===== src/rtl/uart_pkg.sv =====
// Shared UART definitions: byte width, system clock rate, arbiter state
// encoding and a millisecond-to-cycle helper for timeout parameters.
package uart_pkg;

   localparam int BYTE_W = 8;
   localparam int CLK_HZ = 100_000_000;

   typedef enum logic [0:0] {
      ARB_IDLE = 1'b0,
      ARB_LOCK = 1'b1
   } arb_state_t;

   function automatic int ms_to_cycles(input int ms);
      return (CLK_HZ / 1000) * ms;
   endfunction

endpackage


===== src/rtl/rr_pick.sv =====
// Combinational round-robin picker: returns the first set request (one-hot)
// searching upward from last_grant+1, wrapping modulo N_REQ.
module rr_pick #(
   parameter int N_REQ = 2
) (
   input  logic [N_REQ-1:0]         req,
   input  logic [$clog2(N_REQ)-1:0] last_grant,
   output logic [N_REQ-1:0]         onehot,
   output logic                     any
);

   localparam int IDX_W = $clog2(N_REQ);

   logic [IDX_W-1:0] idx;

   always_comb begin
      onehot = '0;
      any    = 1'b0;
      idx    = '0;
      // Offset N_REQ wraps back to last_grant itself, so it is re-picked only
      // when nobody else is asking.
      for (int k = 1; k <= N_REQ; k++) begin
         idx = IDX_W'((int'(last_grant) + k) % N_REQ);
         if (!any && req[idx]) begin
            onehot[idx] = 1'b1;
            any         = 1'b1;
         end
      end
   end

endmodule


===== src/rtl/uart_tx_arbiter.sv =====
// Packet-locked round-robin arbiter in front of uart_send; a grant is held
// until the owner's req_last byte. Optional forced owner: UART_TX_ARB_FORCE_EN.
module uart_tx_arbiter
   import uart_pkg::*;
#(
   parameter int N_REQ        = 2,
   parameter int DATA_W       = BYTE_W,
   parameter int LOCK_TIMEOUT = ms_to_cycles(10)
) (
   input  logic                       clk,
   input  logic                       rst,
`ifdef UART_TX_ARB_FORCE_EN
   input  logic                       force_en,
   input  logic [$clog2(N_REQ)-1:0]   force_sel,
`endif
   input  logic [N_REQ-1:0]           req_valid,
   input  logic [N_REQ*DATA_W-1:0]    req_data,
   input  logic [N_REQ-1:0]           req_last,
   output logic [N_REQ-1:0]           req_ready,
   output logic                       tx_valid,
   output logic [DATA_W-1:0]          tx_data,
   input  logic                       tx_ready,
   output logic [N_REQ-1:0]           grant,
   output logic                       busy,
   output logic                       timeout_pulse
);

   localparam int IDX_W = $clog2(N_REQ);
   localparam int CNT_W = $clog2(LOCK_TIMEOUT + 1);
   localparam logic [CNT_W-1:0] CNT_LAST = CNT_W'(LOCK_TIMEOUT - 1);

   // Handshake: a byte moves on any cycle with valid && ready on the same
   // side; valid never waits for ready, and grant is frozen while the owner
   // holds a byte that tx_ready has not yet taken.
   arb_state_t         state_q, state_d;
   logic [N_REQ-1:0]   grant_q, grant_d;
   logic [IDX_W-1:0]   owner_q, owner_d;
   logic [IDX_W-1:0]   last_q, last_d;
   logic [CNT_W-1:0]   cnt_q, cnt_d;
   logic               pulse_q, pulse_d;

   logic [N_REQ-1:0]   pick_onehot, sel_onehot;
   logic               pick_any, sel_any;
   logic [IDX_W-1:0]   sel_idx;
   logic               owner_valid, owner_last, xfer;

   rr_pick #(.N_REQ(N_REQ)) u_rr_pick (
      .req        (req_valid),
      .last_grant (last_q),
      .onehot     (pick_onehot),
      .any        (pick_any)
   );

   always_comb begin
      sel_onehot = pick_onehot;
      sel_any    = pick_any;
`ifdef UART_TX_ARB_FORCE_EN
      if (force_en) begin
         sel_onehot            = '0;
         sel_onehot[force_sel] = req_valid[force_sel];
         sel_any               = req_valid[force_sel];
      end
`endif
      sel_idx = '0;
      for (int i = 0; i < N_REQ; i++) begin
         if (sel_onehot[i]) sel_idx = IDX_W'(i);
      end
   end

   assign owner_valid   = req_valid[owner_q];
   assign owner_last    = req_last[owner_q];
   assign tx_valid      = |(grant_q & req_valid);
   assign tx_data       = (state_q == ARB_LOCK) ? req_data[int'(owner_q)*DATA_W +: DATA_W] : '0;
   assign req_ready     = grant_q & {N_REQ{tx_ready}};
   assign xfer          = tx_valid && tx_ready;
   assign grant         = grant_q;
   assign busy          = (state_q == ARB_LOCK);
   assign timeout_pulse = pulse_q;

   always_comb begin
      state_d = state_q;
      grant_d = grant_q;
      owner_d = owner_q;
      last_d  = last_q;
      cnt_d   = cnt_q;
      pulse_d = 1'b0;
      case (state_q)
         ARB_IDLE: begin
            if (sel_any) begin
               state_d = ARB_LOCK;
               grant_d = sel_onehot;
               owner_d = sel_idx;
               cnt_d   = '0;
            end
         end
         ARB_LOCK: begin
            if (xfer && owner_last) begin
               state_d = ARB_IDLE;
               grant_d = '0;
               last_d  = owner_q;
               cnt_d   = '0;
            end else if (owner_valid) begin
               cnt_d = '0;
            end else if (cnt_q >= CNT_LAST) begin
               // Revocation happens at the top count, so the counter never wraps.
               state_d = ARB_IDLE;
               grant_d = '0;
               last_d  = owner_q;
               cnt_d   = '0;
               pulse_d = 1'b1;
            end else begin
               cnt_d = cnt_q + 1'b1;
            end
         end
         default: begin
            state_d = ARB_IDLE;
            grant_d = '0;
         end
      endcase
   end

   always_ff @(posedge clk or negedge rst) begin
      if (!rst) begin
         state_q <= ARB_IDLE;
         grant_q <= '0;
         owner_q <= '0;
         last_q  <= IDX_W'(N_REQ - 1);
         cnt_q   <= '0;
         pulse_q <= 1'b0;
      end else begin
         state_q <= state_d;
         grant_q <= grant_d;
         owner_q <= owner_d;
         last_q  <= last_d;
         cnt_q   <= cnt_d;
         pulse_q <= pulse_d;
      end
   end

endmodule


===== config.mk =====
export PLATFORM = sky130hd
export DESIGN_NAME = uart_tx_arbiter
export DESIGN_NICKNAME = d
export VERILOG_FILES = /design/src/rtl/uart_pkg.sv /design/src/rtl/rr_pick.sv /design/src/rtl/uart_tx_arbiter.sv
export SDC_FILE = /design/constraint.sdc
export NUM_CORES = 1
export LEC_CHECK = 0
export ABC_CLOCK_PERIOD_IN_PS = 3800
export BUFFER_PORTS_ARGS = -buffer_cell sky130_fd_sc_hd__buf_2
export CAP_MARGIN = 10
export CORE_MARGIN = 5
export CORE_UTILIZATION = 35
export DETAILED_ROUTE_END_ITERATION = 10
export HOLD_SLACK_MARGIN = 0.12
export SKIP_LAST_GASP = 1
export SLEW_MARGIN = 40
export SYNTH_ARGS = -nofsm -noshare
export SYNTH_HDL_FRONTEND = slang
export SYNTH_SLANG_ARGS = --single-unit

===== constraint.sdc =====
create_clock -name clk -period 3.8 [get_ports clk]
set_clock_uncertainty 0.2 [all_clocks]
set_input_delay 0.57 -clock clk [delete_from_list [all_inputs] [get_ports clk]]
set_output_delay 0.57 -clock clk [all_outputs]
set_load 0.02 [all_outputs]

==> flow_metrics.env, run 1 <==
export IMPL_status="finished, final reports clean"
export IMPL_wl_met2_microns=1590
export IMPL_maxCapViolCount=0
export IMPL_routed_wl_microns=3390
export IMPL_syn_num_nets=197
export IMPL_die_y_microns=78.5
export IMPL_synth_top_flop_cell="dfrtp_1"
export IMPL_start_kind="flip-flop"
export IMPL_power_static_leakage_nw=0.874
export IMPL_r2r_start="busy$_DFF_PN0_"
export IMPL_switchingPower_mw=0.348
export IMPL_vias=1328
export IMPL_io_buffer_count=37
export IMPL_antenna_found_initial=0
export IMPL_finish_instance_area_sq_mm=0.00190
export IMPL_ys_seq_area_share_pct=39.7
export IMPL_rsz0062_at_grt="false"
export IMPL_post_cts_setup_buffers=0
export IMPL_finalSetupTns_ns=0
export IMPL_swShare_pct=38.0
export IMPL_start_util_pct=35.5
export IMPL_worstPathMaxFanout=12
export IMPL_first_pass_iters=4
export IMPL_synthCells=173
export IMPL_cts_htree_levels=1
export IMPL_drc=0
export IMPL_synthTopCellsByArea="dfrtp_1 38%, mux2i_1 6.1%, nor2_1 4.1%, nand2_1 3.4%, nor2b_1 3.4%"
export IMPL_synth_warning_count=0
export IMPL_grt_first_pass_wirelength_microns=5990
export IMPL_core_sq_mm=0.00463
export IMPL_die_w_microns=78.5
export IMPL_ys_seq_elements=26
export IMPL_finalWeightedCongestion=0.772
export IMPL_p_per_area_mw_per_mm2=484
export IMPL_setup_worst_path_start="owner_q$_DFFE_PN0P_"
export IMPL_r2r_slack_ns=1.64
export IMPL_num_rows=25
export IMPL_p_total_mw=0.917
export IMPL_min_period_over_period_pct=58.1
export IMPL_cts_sinks=26
export IMPL_layout_drive_gt1_share_pct=26.0
export IMPL_clk_transition_reported_paths_ns=0.09
export IMPL_drtIter0Drc=86
export IMPL_ant_nets=0
export IMPL_hp_class="reg2reg"
export IMPL_clock_latency_ns=0.27
export IMPL_hp_start="cnt_q[2]$_DFFE_PN0P_"
export IMPL_async_flop_share_pct=100
export IMPL_report_final_hold_viol_count=0
export IMPL_p_seq_share_pct=41.1
export IMPL_vdd_ir_drop_max_v=0.000383
export IMPL_wl_met1_microns=1630
export IMPL_grt_start_max_net_pins=27
export IMPL_synth_top_area_share_pct=38.1
export IMPL_fmax_ghz=0.453
export IMPL_syn_area_sq_mm=0.00164
export IMPL_max_slew_margin_pct=60.6
export IMPL_min_period_ns=2.21
export IMPL_critPathArrivalTime_ns=1.44
export IMPL_dieArea_sq_mm=0.00616
export IMPL_end_kind="output port"
export IMPL_path_class="reg2out"
export IMPL_p_int_mw=0.568
export IMPL_ctsRootBufferMaster="clkbuf_8"
export IMPL_synth_edf_count=0
export IMPL_area_delta_synth_final_pct=15.5
export IMPL_routed_top_layer="met4"
export IMPL_synth_distinct_cells=45
export IMPL_clock_path_buffers=2
export IMPL_p_clk_share_pct=19.2
export IMPL_netlist_top_cells_count="25 x dfrtp_1, 18 x nor2_1, 15 x nand2_1"
export IMPL_drv_slew=0
export IMPL_avgSynthCellArea_sq_um=9.49
export IMPL_grt_overflow=0
export IMPL_synth_most_common_cell="dfrtp_1"
export IMPL_pin_count=38
export IMPL_required_ns=3.03
export IMPL_placed_area_sq_mm=0.00183
export IMPL_grt_pass1_vias=1279
export IMPL_power_share_combinational_pct=39.7
export IMPL_cts_tree="done"
export IMPL_hpwl_microns=2490
export IMPL_wl_per_cell_microns=13.0
export IMPL_yosysTopAreaCell="dfrtp_1"
export IMPL_n_antenna_cell=0
export IMPL_finalSetupViolations=0
export IMPL_track_usage_pct=12.1
export IMPL_viasPerCell=5.07
export IMPL_fin_nets=233
export IMPL_cts_buffers=3
export IMPL_dr_wl_met3_microns=133
export IMPL_tightest_slew_ns=0.591
==> flip-flops by register name, summed over array words and instances (netlist names) <==
| signal | count |
|---|---|
| busy | 1 |
| owner_q | 1 |
| cnt_q | 20 |
| timeout_pulse | 1 |
| last_q | 1 |
| grant | 2 |
==> routing by layer <==
metal	vias up	GRT usage, %
met5	-	0
met4	0	3.67
met3	4	2.75
met2	28	19.0
met1	609	16.4
li1	687	-
==> critical path, stage by stage, from the launching register on <==
cell and delay [ns]:
dfrtp_1 0.70, mux2i_1 0.26, nor2b_1 0.06, buf_2 0.16
==> cell usage in the layout, fill, tap and decap left out, drive strengths merged <==
master	instances
o221a	1
o311ai	1
nand2	15
or2	1
a22o	1
nor2b	9
dlygate4sd3	1
clkbuf	4
o21ai	5
dfstp	1
a31oi	8
a21oi	6
ha	1
nand3	12
a32o	1
o21bai	1
nor4	2
inv	8
nor4b	1
nand3b	1
xor2	6
or3	1
nor2	18
o2111ai	1
a41o	2
mux2	2
and2	2
mux2i	10
nand4	6
and3	6
xnor2	5
nand2b	2
nor3	2
buf	38
dfrtp	25
a211oi	1
o211ai	1
==> kinds of logic after synthesis <==
group	synth area share, %
and+or+nand+nor	26.9
buffers and inverters	6.17
DFF	39.7
muxes	7.47
adders and majority gates	0.762
AOI/OAI and AO/OA	13.1
xor gates and xnor gates	5.87
==> per-stage QoR <==
step	instances	utilization, %	worst slack (ns)	hold slack [ns]
after floorplan	173	-	1.80	0.0744
after global placement	257	39.5	1.61	0.298
after detailed placement	257	39.5	1.62	0.306
after CTS	262	40.9	1.55	0.318
after global routing	262	40.9	1.43	0.359
final	262	40.9	1.59	0.314
==> power groups by stage <==
stage | Clock (mW) | Sequential (mW) | Combinational, mW
finish | 0.176 | 0.377 | 0.364
global route | 0.195 | 0.390 | 0.405
CTS | 0.187 | 0.378 | 0.368
detailed placement | 0 | 0.384 | 0.366
global placement | 0 | 0.383 | 0.363
floorplan | 0 | 0.361 | 0.313
==> cell type report <==
type / instances / area (sq um)
Timing Repair Buffer: 39 / 203
Fill cell: 487 / 2730
Multi-Input combinational cell: 131 / 888
Tap cell: 54 / 67.6
Inverter: 8 / 30.0
Sequential cell: 26 / 652
Clock buffer: 4 / 55.1
==> final timing paths <==
kind	end	depth (start not counted)
max	tx_data[1]	3
min in group asynchronous	cnt_q[15]$_DFFE_PN0P_	2
min reg2reg	cnt_q[2]$_DFFE_PN0P_	1
min	cnt_q[2]$_DFFE_PN0P_	1
max in group asynchronous	cnt_q[16]$_DFFE_PN0P_	2
max reg2reg	cnt_q[17]$_DFFE_PN0P_	5
==> what timing repair did <==
action,CTS,global route
gates resized for setup,0,0
endpoints found under the hold margin,25,0
hold buffers,1,0
No activity file was read; power rests on OpenSTA's default activity.
==> inputs of run 2 (changes only) <==
- ABC_AREA: not set -> 1
- ABC_CLOCK_PERIOD_IN_PS: 3800 -> 1900
- clock period: 3.8 -> 1.9 ns (I/O delays scaled with it)
==> run 2 against run 1 <==
Effect of this change:
- sequential share of layout area fell by 4.0 points
- synthesized cell count up 46%
- global-route usage grew 1.2 points
- combinational power increased to 2.8 times the previous value
- total power grew 130%
- utilization grew 1.6 points
- via count grew 26%
- critical endpoint is now tx_data[0]
- largest cell class unchanged
- largest power group is now combinational logic
- highest routed layer unchanged
==> flow_metrics.env, run 2 <==
export IMPL_power_share_combinational_pct=49.2
export IMPL_die_y_microns=81.6
export IMPL_synth_top_area_share_pct=34.9
export IMPL_finalSetupViolations=0
export IMPL_finalSetupTns_ns=0
export IMPL_area_delta_synth_final_pct=19.8
export IMPL_clock_latency_ns=0.27
export IMPL_multi_input_area_sq_mm=0.00102
export IMPL_largest_register_ffs=20
export IMPL_antenna_found_initial=0
export IMPL_viasPerCell=4.59
export IMPL_yosys_area_share_simple_pct=42.4
export IMPL_yosysTopAreaCell="dfrtp_1"
export IMPL_synth_top_flop_cell="dfrtp_1"
export IMPL_layout_common_cells="69 x nand2_1, 44 x nor2_1, 37 x buf_2, 24 x dfrtp_1, 21 x inv_1"
export IMPL_report_final_hold_viol_count=0
export IMPL_drc=0
export IMPL_grt_first_pass_wirelength_microns=6930
export IMPL_synthTopCellsByArea="dfrtp_1 35%, nand2_1 14%, nor2_1 9.2%, inv_1 4.4%, a21oi_2 3.9%"
export IMPL_drv_slew=0
export IMPL_start_util_pct=35.5
export IMPL_hp_class="in2reg"
export IMPL_cts_htree_levels=1
export IMPL_tightest_slew_ns=0.600
export IMPL_cts_buffers=3
export IMPL_num_rows=26
export IMPL_track_usage_pct=13.2
export IMPL_clock_path_buffers=2
export IMPL_min_period_ns=1.76
export IMPL_pin_count=38
export IMPL_path_class="reg2out"
export IMPL_worstPathMaxFanout=8
export IMPL_hpwl_microns=3190
export IMPL_routed_wl_microns=4050
export IMPL_p_seq_share_pct=33.7
export IMPL_final_common_cell="nand2_1"
export IMPL_synth_adder_area_share_pct=0.698
export IMPL_p_int_mw=1.16
export IMPL_max_slew_margin_pct=60.0
export IMPL_finalWeightedCongestion=0.807
export IMPL_io_buffer_count=37
export IMPL_synth_most_common_cell="nand2_1"
export IMPL_rsz0062_at_grt="false"
export IMPL_synth_edf_count=0
export IMPL_n_antenna_cell=0
export IMPL_vdd_ir_drop_max_v=0.000677
export IMPL_synth_top_family_by_area="simple AND/OR/NAND/NOR gates"
export IMPL_ctsRootBufferMaster="clkbuf_8"
export IMPL_dieArea_sq_mm=0.00665
export IMPL_ff_latch_area_sq_um=653
export IMPL_core_sq_mm=0.00504
export IMPL_synth_xor_area_share_pct=3.42
export IMPL_slowest_stage="dfrtp_1"
export IMPL_first_pass_iters=4
export IMPL_grt_overflow=0
export IMPL_post_cts_setup_buffers=0
export IMPL_synth_warning_count=0
export IMPL_vias=1676
export IMPL_critPathArrivalTime_ns=1.28
export IMPL_swShare_pct=44.6
export IMPL_end_kind="output port"
export IMPL_fill_cells=537
export IMPL_slowest_delay_ns=0.45
export IMPL_grt_pass1_vias=1537
export IMPL_cts_sinks=26
export IMPL_crit_chain="buf_4 > o21ai_0 > nor2_1 > buf_2"
export IMPL_netlist_top_cells_count="69 x nand2_1, 44 x nor2_1, 25 x dfrtp_1"
export IMPL_async_flop_share_pct=100
export IMPL_status="finished, final reports clean"
export IMPL_fmax_ghz=0.567
export IMPL_syn_area_sq_mm=0.00179
export IMPL_maxCapViolCount=0
export IMPL_cts_tree="done"
export IMPL_regMostFlops="cnt_q"
export IMPL_syn_num_nets=276
export IMPL_synth_mux_area_share_pct=0
export IMPL_avgSynthCellArea_sq_um=7.11
export IMPL_die_w_microns=81.6
export IMPL_synthCells=252
export IMPL_required_ns=1.41
export IMPL_switchingPower_mw=0.935
export IMPL_clk_transition_reported_paths_ns=0.09
export IMPL_start_kind="flip-flop"
export IMPL_drtIter0Drc=97
export IMPL_ys_seq_elements=26
export IMPL_wl_per_cell_microns=11.1
export IMPL_p_total_mw=2.10
export IMPL_synth_compound_area_share_pct=10.3
export IMPL_ys_seq_area_share_pct=36.4
export IMPL_p_per_area_mw_per_mm2=977
export IMPL_synth_distinct_cells=32
export IMPL_ant_nets=0
export IMPL_grt_start_max_net_pins=27
export IMPL_min_period_over_period_pct=92.8
export IMPL_p_clk_share_pct=17.1
export IMPL_fin_nets=320
export IMPL_power_static_leakage_nw=1.02
export IMPL_layout_drive_gt1_share_pct=28.8
## run 2: cell types whose count changed after synthesis, sizes merged, moves of 3 or more
| cell | previous run | this run |
|---|---|---|
| nand2 | 15 | 77 |
| nor2 | 18 | 53 |
| inv | 8 | 25 |
| mux2i | 10 | 0 |
| o21ai | 5 | 15 |
| nor2b | 9 | 0 |
| a31oi | 8 | 1 |
| and3 | 6 | 0 |
| a21oi | 6 | 10 |
| buf | 7 | 3 |
| nand3 | 12 | 16 |
| nor3 | 2 | 5 |
## run 2: worst max-delay path, delay by kind of cell (launching register included)
family	cells	cell delay (ns)
DFF	1	0.45
buffers and inverters	2	0.34
AOI/OAI and AO/OA	1	0.16
and+or+nand+nor	1	0.05
## run 2: cell type report
type	count	area share [%]
clock buffers	4	2.56
inverters	25	4.37
multi-input cells	196	47.4
flip-flops and latches	26	30.4
well taps	70	4.08
repair buffers	44	11.2
## run 2: cell families (layout without fill, tap and decap cells)
| family | count (synthesis) | after routing |
|---|---|---|
| buffers and inverters | 30 | 73 |
| AND/OR/NAND/NOR | 159 | 159 |
| adder cells (fa/ha/maj) | 1 | 1 |
| flip-flops | 26 | 26 |
| XOR/XNOR | 7 | 7 |
| AO/OA/AOI/OAI | 29 | 29 |
## run 2: power by group through the flow
stage	registers (mW)	clock network, mW	logic (mW)
finish	0.707	0.358	1.03
global route	0.719	0.397	1.14
CTS	0.707	0.372	1.05
detailed placement	0.717	0	1.04
global placement	0.716	0	1.04
floorplan	0.753	0	0.665
## run 2: final timing paths
| check | from | slack (ns) | depth (start not counted) | to |
|---|---|---|---|---|
| max | owner_q$_DFFE_PN0P_ | 0.14 | 4 | tx_data[0] |
| min | req_valid[0] | 0.13 | 3 | grant[0]$_DFFE_PN0P_ |
| max reg2reg | cnt_q[1]$_DFFE_PN0P_ | 0.20 | 7 | cnt_q[0]$_DFFE_PN0P_ |
| min reg2reg | last_q$_DFFE_PN1P_ | 0.29 | 2 | last_q$_DFFE_PN1P_ |
| max in group asynchronous | rst | 0.72 | 2 | cnt_q[10]$_DFFE_PN0P_ |
| min in group asynchronous | rst | 0.35 | 2 | cnt_q[8]$_DFFE_PN0P_ |
## run 2: metrics by stage
| step | util, % | area, sq um | instances | worst slack, ns | hold WS (ns) |
|---|---|---|---|---|---|
| 2_1_floorplan | - | 1790 | 252 | 0.221 | -0.211 |
| 3_3_place_gp | 41.3 | 2080 | 360 | 0.226 | 0.139 |
| 3_5_place_dp | 41.3 | 2080 | 360 | 0.203 | 0.134 |
| 4_1_cts | 42.6 | 2150 | 365 | 0.119 | 0.124 |
| 5_1_grt | 42.6 | 2150 | 365 | 0.00778 | 0.136 |
| 6_report | 42.6 | 2150 | 365 | 0.136 | 0.130 |
## run 2: timing repair
item                                    in CTS  in global routing
resized for setup                            0                  1
hold endpoints to repair                    25                  0
hold buffers                                 1                  0
endpoints found under the setup margin       0                  1
## run 2: layer usage
| metal | GRT usage [%] | routed length, microns |
|---|---|---|
| met1 | 17.0 | 1910 |
| met2 | 22.9 | 1990 |
| met3 | 2.85 | 124 |
| met4 | 2.53 | 25 |
| met5 | 0 | 0 |
